<file path="src/rtl/net_frame_gen_if.sv">
// net_frame_gen_if: command bus and AXI-stream beat bus for net_frame_gen.
// master = frame generator side, slave = command source / stream consumer.
interface net_frame_gen_if #(
   parameter int ROWS            = 32,
   parameter int INPUT_LENGTH    = 16,
   parameter int AXIS_KEEP_WIDTH = (ROWS * INPUT_LENGTH) / 8,
   parameter int AXIS_USER_WIDTH = 8,
   parameter int LEN_WIDTH       = 20
);
   logic                         cmd_valid;
   logic                         cmd_ready;
   logic [LEN_WIDTH-1:0]         cmd_len;
   logic [AXIS_USER_WIDTH-1:0]   cmd_tag;
   logic [INPUT_LENGTH-1:0]      cmd_seed;

   logic [ROWS*INPUT_LENGTH-1:0] net_data_in;
   logic                         net_valid_in;
   logic [AXIS_KEEP_WIDTH-1:0]   net_data_tkeep;
   logic                         net_data_tlast;
   logic [AXIS_USER_WIDTH-1:0]   net_data_tuser;
   logic                         net_tx_rdy;

   modport master (
      input  cmd_valid, cmd_len, cmd_tag, cmd_seed, net_tx_rdy,
      output cmd_ready, net_data_in, net_valid_in, net_data_tkeep,
             net_data_tlast, net_data_tuser
   );

   modport slave (
      output cmd_valid, cmd_len, cmd_tag, cmd_seed, net_tx_rdy,
      input  cmd_ready, net_data_in, net_valid_in, net_data_tkeep,
             net_data_tlast, net_data_tuser
   );
endinterface

</file>
<file path="src/rtl/net_frame_gen.sv">
// net_frame_gen: AXI-stream frame source emitting counting-pattern lanes.
// Each accepted command (len, tag, seed) becomes ceil(len/64) beats; lane i of
// beat b carries seed + b*ROWS + i. Optional statistics counters are built when
// NET_FRAME_GEN_STATS_EN is defined; otherwise the counter ports read zero.
module net_frame_gen #(
   parameter int ROWS            = 32,
   parameter int INPUT_LENGTH    = 16,
   parameter int AXIS_DATA_WIDTH = 512,
   parameter int AXIS_KEEP_WIDTH = AXIS_DATA_WIDTH / 8,
   parameter int AXIS_USER_WIDTH = 8,
   parameter int LEN_WIDTH       = 20
) (
   input  logic                 clk,
   input  logic                 rst,
   net_frame_gen_if.master      bus,
   output logic                 busy,
   output logic                 len_err,
   output logic [31:0]          frame_cnt,
   output logic [31:0]          beat_cnt,
   output logic [31:0]          stall_cnt
);

   localparam int OFF_W = $clog2(AXIS_KEEP_WIDTH);

   if (ROWS * INPUT_LENGTH != AXIS_DATA_WIDTH) begin : g_width_check
      $error("ROWS*INPUT_LENGTH must equal AXIS_DATA_WIDTH");
   end

   typedef enum logic {IDLE, SEND} state_t;

   state_t                       state_q, state_d;
   logic [LEN_WIDTH-1:0]         len_q, len_d;
   logic [LEN_WIDTH-1:0]         total_q, total_d;
   logic [LEN_WIDTH-1:0]         beat_q, beat_d;
   logic [AXIS_DATA_WIDTH-1:0]   data_q, data_d;
   logic [AXIS_KEEP_WIDTH-1:0]   keep_q, keep_d;
   logic                         last_q, last_d;
   logic [AXIS_USER_WIDTH-1:0]   user_q, user_d;
   logic                         len_err_q;

   logic                         accept;
   logic                         zero_cmd;
   logic                         hs;
   logic [LEN_WIDTH-1:0]         cmd_total;
   logic                         next_is_last;

   function automatic logic [AXIS_KEEP_WIDTH-1:0] last_keep(input logic [LEN_WIDTH-1:0] len);
      logic [OFF_W-1:0] rem;
      rem = len[OFF_W-1:0];
      if (rem == '0) return '1;
      return (AXIS_KEEP_WIDTH'(1) << rem) - AXIS_KEEP_WIDTH'(1);
   endfunction

   assign accept       = (state_q == IDLE) && bus.cmd_valid && (bus.cmd_len != '0);
   assign zero_cmd     = (state_q == IDLE) && bus.cmd_valid && (bus.cmd_len == '0);
   assign hs           = (state_q == SEND) && bus.net_tx_rdy;
   assign cmd_total    = (bus.cmd_len >> OFF_W) + LEN_WIDTH'(|bus.cmd_len[OFF_W-1:0]);
   assign next_is_last = (beat_q + LEN_WIDTH'(2)) == total_q;

   // State register
   always_ff @(posedge clk or posedge rst) begin
      if (rst) state_q <= IDLE;
      else     state_q <= state_d;
   end

   // Next-state: start on a non-empty command, finish on the last-beat handshake
   always_comb begin
      state_d = state_q;
      case (state_q)
         IDLE:    if (accept)      state_d = SEND;
         SEND:    if (hs && last_q) state_d = IDLE;
         default:                  state_d = IDLE;
      endcase
   end

   // FSM outputs; cmd_ready is gated by rst so it reads low throughout reset
   always_comb begin
      bus.cmd_ready    = (state_q == IDLE) && !rst;
      bus.net_valid_in = (state_q == SEND);
      busy             = (state_q == SEND);
   end

   // Beat datapath: load beat 0 on accept, step every lane by ROWS per handshake
   always_comb begin
      len_d   = len_q;
      total_d = total_q;
      beat_d  = beat_q;
      data_d  = data_q;
      keep_d  = keep_q;
      last_d  = last_q;
      user_d  = user_q;
      if (accept) begin
         len_d   = bus.cmd_len;
         total_d = cmd_total;
         beat_d  = '0;
         user_d  = bus.cmd_tag;
         last_d  = (cmd_total == LEN_WIDTH'(1));
         keep_d  = (cmd_total == LEN_WIDTH'(1)) ? last_keep(bus.cmd_len) : '1;
         for (int unsigned i = 0; i < ROWS; i++)
            data_d[i*INPUT_LENGTH +: INPUT_LENGTH] = bus.cmd_seed + INPUT_LENGTH'(i);
      end else if (hs) begin
         if (last_q) begin
            last_d = 1'b0;
         end else begin
            beat_d = beat_q + LEN_WIDTH'(1);
            last_d = next_is_last;
            keep_d = next_is_last ? last_keep(len_q) : '1;
            for (int unsigned i = 0; i < ROWS; i++)
               data_d[i*INPUT_LENGTH +: INPUT_LENGTH] =
                  data_q[i*INPUT_LENGTH +: INPUT_LENGTH] + INPUT_LENGTH'(ROWS);
         end
      end
   end

   // Datapath registers and the zero-length error pulse
   always_ff @(posedge clk or posedge rst) begin
      if (rst) begin
         len_q     <= '0;
         total_q   <= '0;
         beat_q    <= '0;
         data_q    <= '0;
         keep_q    <= '0;
         last_q    <= 1'b0;
         user_q    <= '0;
         len_err_q <= 1'b0;
      end else begin
         len_q     <= len_d;
         total_q   <= total_d;
         beat_q    <= beat_d;
         data_q    <= data_d;
         keep_q    <= keep_d;
         last_q    <= last_d;
         user_q    <= user_d;
         len_err_q <= zero_cmd;
      end
   end

   assign bus.net_data_in    = data_q;
   assign bus.net_data_tkeep = keep_q;
   assign bus.net_data_tlast = last_q;
   assign bus.net_data_tuser = user_q;
   assign len_err            = len_err_q;

`ifdef NET_FRAME_GEN_STATS_EN
   logic [31:0] frame_cnt_q, beat_cnt_q, stall_cnt_q;

   // Free-running statistics, wrapping at 2^32, cleared only by reset
   always_ff @(posedge clk or posedge rst) begin
      if (rst) begin
         frame_cnt_q <= '0;
         beat_cnt_q  <= '0;
         stall_cnt_q <= '0;
      end else begin
         if (hs && last_q)                        frame_cnt_q <= frame_cnt_q + 32'd1;
         if (hs)                                  beat_cnt_q  <= beat_cnt_q + 32'd1;
         if ((state_q == SEND) && !bus.net_tx_rdy) stall_cnt_q <= stall_cnt_q + 32'd1;
      end
   end

   assign frame_cnt = frame_cnt_q;
   assign beat_cnt  = beat_cnt_q;
   assign stall_cnt = stall_cnt_q;
`else
   assign frame_cnt = '0;
   assign beat_cnt  = '0;
   assign stall_cnt = '0;
`endif

endmodule

</file>
<file path="src/flat_wrapper.sv">
// flat-port wrapper written by rule: the top's interface ports become plain ports
module net_frame_gen_flat 
#(
   parameter int ROWS            = 32,
   parameter int INPUT_LENGTH    = 16,
   parameter int AXIS_DATA_WIDTH = 512,
   parameter int AXIS_KEEP_WIDTH = AXIS_DATA_WIDTH / 8,
   parameter int AXIS_USER_WIDTH = 8,
   parameter int LEN_WIDTH       = 20
)
  (clk, rst, busy, len_err, frame_cnt, beat_cnt, stall_cnt, bus_cmd_valid, bus_cmd_len, bus_cmd_tag, bus_cmd_seed, bus_net_tx_rdy, bus_cmd_ready, bus_net_data_in, bus_net_valid_in, bus_net_data_tkeep, bus_net_data_tlast, bus_net_data_tuser);
  net_frame_gen_if #(.ROWS(ROWS), .INPUT_LENGTH(INPUT_LENGTH), .AXIS_KEEP_WIDTH(AXIS_KEEP_WIDTH), .AXIS_USER_WIDTH(AXIS_USER_WIDTH), .LEN_WIDTH(LEN_WIDTH)) bus_i ();
  input  logic clk;
  input  logic rst;
  output logic busy;
  output logic len_err;
  output logic [31:0] frame_cnt;
  output logic [31:0] beat_cnt;
  output logic [31:0] stall_cnt;
  input wire logic [$bits(bus_i.cmd_valid)-1:0] bus_cmd_valid;
  input wire logic [$bits(bus_i.cmd_len)-1:0] bus_cmd_len;
  input wire logic [$bits(bus_i.cmd_tag)-1:0] bus_cmd_tag;
  input wire logic [$bits(bus_i.cmd_seed)-1:0] bus_cmd_seed;
  input wire logic [$bits(bus_i.net_tx_rdy)-1:0] bus_net_tx_rdy;
  output wire logic [$bits(bus_i.cmd_ready)-1:0] bus_cmd_ready;
  output wire logic [$bits(bus_i.net_data_in)-1:0] bus_net_data_in;
  output wire logic [$bits(bus_i.net_valid_in)-1:0] bus_net_valid_in;
  output wire logic [$bits(bus_i.net_data_tkeep)-1:0] bus_net_data_tkeep;
  output wire logic [$bits(bus_i.net_data_tlast)-1:0] bus_net_data_tlast;
  output wire logic [$bits(bus_i.net_data_tuser)-1:0] bus_net_data_tuser;
  assign bus_i.cmd_valid = bus_cmd_valid;
  assign bus_i.cmd_len = bus_cmd_len;
  assign bus_i.cmd_tag = bus_cmd_tag;
  assign bus_i.cmd_seed = bus_cmd_seed;
  assign bus_i.net_tx_rdy = bus_net_tx_rdy;
  assign bus_cmd_ready = bus_i.cmd_ready;
  assign bus_net_data_in = bus_i.net_data_in;
  assign bus_net_valid_in = bus_i.net_valid_in;
  assign bus_net_data_tkeep = bus_i.net_data_tkeep;
  assign bus_net_data_tlast = bus_i.net_data_tlast;
  assign bus_net_data_tuser = bus_i.net_data_tuser;
  net_frame_gen #(.ROWS(ROWS), .INPUT_LENGTH(INPUT_LENGTH), .AXIS_DATA_WIDTH(AXIS_DATA_WIDTH), .AXIS_KEEP_WIDTH(AXIS_KEEP_WIDTH), .AXIS_USER_WIDTH(AXIS_USER_WIDTH), .LEN_WIDTH(LEN_WIDTH)) u_core (.clk(clk), .rst(rst), .bus(bus_i), .busy(busy), .len_err(len_err), .frame_cnt(frame_cnt), .beat_cnt(beat_cnt), .stall_cnt(stall_cnt));
endmodule
</file>
<file path="config.mk">
export PLATFORM = sky130hd
export DESIGN_NAME = net_frame_gen_flat
export DESIGN_NICKNAME = d
export VERILOG_FILES = /design/src/rtl/net_frame_gen_if.sv /design/src/rtl/net_frame_gen.sv /design/src/flat_wrapper.sv
export SDC_FILE = /design/constraint.sdc
export NUM_CORES = 2
export LEC_CHECK = 0
export CAP_MARGIN = 20
export CORE_AREA = 10 10 276 278
export CTS_CLUSTER_SIZE = 30
export DETAILED_ROUTE_END_ITERATION = 8
export DIE_AREA = 0 0 286 288
export PLACE_DENSITY = 0.78
export SYNTH_ARGS = -nofsm -noshare
export SYNTH_HDL_FRONTEND = slang
export SYNTH_SLANG_ARGS = --single-unit
</file>
<file path="constraint.sdc">
create_clock -name clk -period 46.4 [get_ports clk]
set_clock_uncertainty 0.1 [all_clocks]
set_input_delay 6.96 -clock clk [delete_from_list [all_inputs] [get_ports clk]]
set_output_delay 6.96 -clock clk [all_outputs]
set_load 0.005 [all_outputs]
</file>
==> impl_table.tex <==
\begin{tabular}{lr}
\hline
Metric & Value \\
\hline
\multicolumn{2}{l}{\textbf{Status}} \\
Status & completed \\
\multicolumn{2}{l}{\textbf{Place}} \\
Final HPWL from detailed placement & 103,000 µm \\
Count of input and output buffers & 636 \\
Weighted congestion reported at the end of routability-driven placement & 0.980 \\
\multicolumn{2}{l}{\textbf{Clocking}} \\
Number of sinks on the clock net & 530 \\
Clock Root Buffer & clkbuf\_16 \\
Total of cells resized after clock tree synthesis & 0 \\
Source-to-sink clock delay at the later pin of the worst-skew pair & 650 ps \\
Clk slew on worst S/H paths & 60 ps \\
Clock buffer count from CTS & 60 \\
Setup bufs post-CTS & 0 \\
Maximum clock path buffer count & 3 \\
Number of H-tree levels & 2 \\
Cts-stage hold buffer count & 0 \\
Clock tree from TritonCTS & built \\
\multicolumn{2}{l}{\textbf{Worst setup path}} \\
R2r worst-path depth & 8 \\
Critical Path Sink Type & primary output \\
Data required time of the critical path & 39,340 ps \\
Crit path launch type & input port \\
Worst path arrival time & 8140 ps \\
Worst setup path class & in -> out \\
Maximum fanout encountered on the critical timing path & 2 \\
\multicolumn{2}{l}{\textbf{Yosys}} \\
Seq cells post-synth & 530 \\
Area of the mapped netlist & 0.0353 mm² \\
Sequential area share after synthesis & 37.6\% \\
Number of synthesis warnings & 0 \\
Post-synth EDFFs & 0 \\
Synth Area per Inst & 8.23 µm² \\
Gate Count Post-Synth & 4,290 \\
Count of distinct cell types in the synthesized netlist & 83 \\
Top flip-flop cell by instance count after synthesis & dfrtp\_1 \\
Share of flip-flops with an asynchronous set or reset after synthesis & 100\% \\
\multicolumn{2}{l}{\textbf{STA}} \\
Slew HR & 19.4\% \\
F\_max & 0.0658 GHz \\
Tightest Pin Transition & 1210 ps \\
Final setup vio count & 0 \\
Number of hold-slack violations in the final timing report & 0 \\
Unrepaired setup endpoints after global routing & false \\
Final Cycle Share & 32.8\% \\
Number of slew-limit violations in the final report & 0 \\
Worst Hold Margin & 370 ps \\
Final critical path time including I/O delays and setup & 15,200 ps \\
Sum of negative setup slack & 0 ps \\
\multicolumn{2}{l}{\textbf{Global route}} \\
Number of global-route vias before repair & 34,000 \\
Aggregate global-route resource usage & 35.6\% \\
Number of antenna violations at the first check in global routing & 4 \\
Global-route congestion overflow total & 0 \\
Wire length of the first global-routing pass & 225,000 µm \\
Maximum number of pins on one net before global-route repair & 160 \\
\multicolumn{2}{l}{\textbf{Die}} \\
Die span in y & 288 µm \\
Die area & 0.0824 mm² \\
Boundary Pins & 733 \\
Die boundary width & 286 µm \\
\# rows & 98 \\
Initial cell density of the core & 49.8\% \\
Core Box Area & 0.0709 mm² \\
\multicolumn{2}{l}{\textbf{Pwr}} \\
Cell-internal power & 1.54 mW \\
Leakage power & 17.4 nW \\
Combinational power share & 46.8\% \\
Switching share of total power & 40.6\% \\
Max IR drop VDD & 42.2 µV \\
Sequential share of power & 34.1\% \\
Overall power & 2.60 mW \\
Total power per unit cell area & 60.3 mW/mm² \\
Portion of total power attributed to the clock network & 19.1\% \\
Power spent charging and discharging nets & 1.06 mW \\
\multicolumn{2}{l}{\textbf{Routing}} \\
Wirelength per Cell & 27.0 µm \\
Antenna viol nets, final & 0 \\
Drt first-iter violations & 4,994 \\
Total vias in the final route & 35,200 \\
First drt pass iteration count & 7 \\
Number of vias per cell & 6.23 \\
Total wire length after detailed routing & 152,000 µm \\
DRC viols & 0 \\
\multicolumn{2}{l}{\textbf{Run}} \\
MaxCap Viol Count & 0 \\
\multicolumn{2}{l}{\textbf{Cells and area}} \\
Layout Area Growth over Synthesis & 22.1\% \\
Final-stage net count & 4,758 \\
Layout cell share with drive strength beyond 1 & 4.70\% \\
Final core utilization & 60.8\% \\
\multicolumn{2}{l}{\textbf{Min path}} \\
Cell count of the worst hold path & 2 \\
Worst Hold Class & reg -> reg \\
\hline
\end{tabular}
[per-layer routing]
layer / GRT usage [%] / part of all wire [%]
met1: 45.0 / 37
met2: 52.0 / 42
met3: 11.2 / 13
met4: 22.9 / 7.4
met5: 0 / 0.0085
[power groups by stage]
stage | sequential [mW] | combinational, mW | clock [mW]
finish | 0.886 | 1.22 | 0.496
floorplan | 0.828 | 0.599 | 0
CTS | 0.879 | 1.21 | 0.498
global placement | 0.877 | 1.18 | 0
detailed placement | 0.882 | 1.20 | 0
global route | 0.911 | 1.31 | 0.516
[per-stage QoR]
| stage | cells | cell area (µm²) | setup slack (ps) |
|---|---|---|---|
| floorplan | 4385 | 35700 | 24530 |
| global placement | 5541 | 41100 | 31180 |
| detailed placement | 5541 | 41100 | 31200 |
| CTS | 5652 | 43100 | 31190 |
| global route | 5654 | 43100 | 31170 |
| finish | 5655 | 43100 | 31200 |
[cell usage in the layout, fill, tap and decap left out, drive strengths merged, types with 25 or more instances in the layout]
cell type	netlist	layout
clkdlybuf4s50	0	625
nor2	552	552
nand2	536	536
dfrtp	530	530
xnor2	344	344
o21ai	299	299
a21oi	234	234
xor2	208	208
nand3	118	118
conb	1	96
clkbuf	222	95
and3	93	93
buf	285	90
nand4	85	85
a31oi	78	78
a221o	77	77
o22ai	68	68
nor3	68	68
ha	55	55
inv	43	44
o221ai	41	41
or3	31	31
o21a	25	25
and2	25	25
a211oi	25	25
[path summary, 6_finish.rpt]
path / startpoint / to / slack [ps]
hold / removal: u_core.bus.net_data_tuser[1] / u_core.bus.net_data_tuser[1] / 370
hold reg to reg: u_core.bus.net_data_tuser[1] / u_core.bus.net_data_tuser[1] / 370
max in group asynchronous: rst / u_core.bus.net_data_in[20] / 37130
min in group asynchronous: rst / u_core.len_err / 6900
setup reg to reg: u_core.bus.net_valid_in / u_core.bus.net_data_in[198] / 41730
setup / recovery: rst / bus_cmd_ready / 31200
[Yosys cell counts (23+ instances only)]
master    number  area, µm²
buf_4        201       1510
inv_1         41        154
clkbuf_1     221        830
xnor2_1      344       3010
o22ai_1       68        425
o21ai_0      292       1460
nor3b_1       24        180
or3_1         31        194
nand2_1      533       2000
and3_1        93        582
nor3_1        67        335
o221ai_1      41        359
a21oi_1      233       1170
and2_1        23        144
nor2_1       551       2070
nand3_1      118        591
buf_2         59        295
buf_1         23       86.3
xor2_1       208       1820
a31oi_1       78        488
nand4_1       85        532
a221o_1       77        771
ha_1          55        688
a211oi_1      23        173
dfrtp_1      530      13300
o21a_1        25        188
[flip-flops by register name (all words and copies together) (netlist names)]
register	count
u_core.bus.net_data_tkeep	64
u_core.bus.net_data_in	414
u_core.len_err	1
u_core.len_q	6
u_core.bus.net_data_tlast	1
u_core.total_q	15
u_core.bus.net_data_tuser	8
u_core.bus.net_valid_in	1
u_core.beat_q	20
[final cells by class]
type | instances | area [µm²]
fillers | 6228 | 27800
multi-input cells | 3303 | 19500
flip-flops and latches | 530 | 13300
repair buffers | 715 | 6950
clock buffers | 95 | 1810
well taps | 950 | 1190
clock inverters | 16 | 198
inverters | 45 | 176
diodes | 1 | 2.50
[cells by family after synthesis]
kind of cell / count (synthesis) / synth area share, %
AND/OR/NAND/NOR: 1607 / 20.4
buffers and inverters: 552 / 8.26
flip-flops: 530 / 37.6
adder cells (fa/ha/maj): 55 / 1.95
other: 1 / 0.0106
multiplexers: 11 / 0.333
XOR/XNOR: 552 / 13.7
AO/OA/AOI/OAI: 982 / 17.8
[worst max-delay path, stage by stage]
cell             delay (ps)
clkdlybuf4s50_1         530
nor2_1                  140
clkdlybuf4s50_1         520
Power figures use the tool's default switching activity.
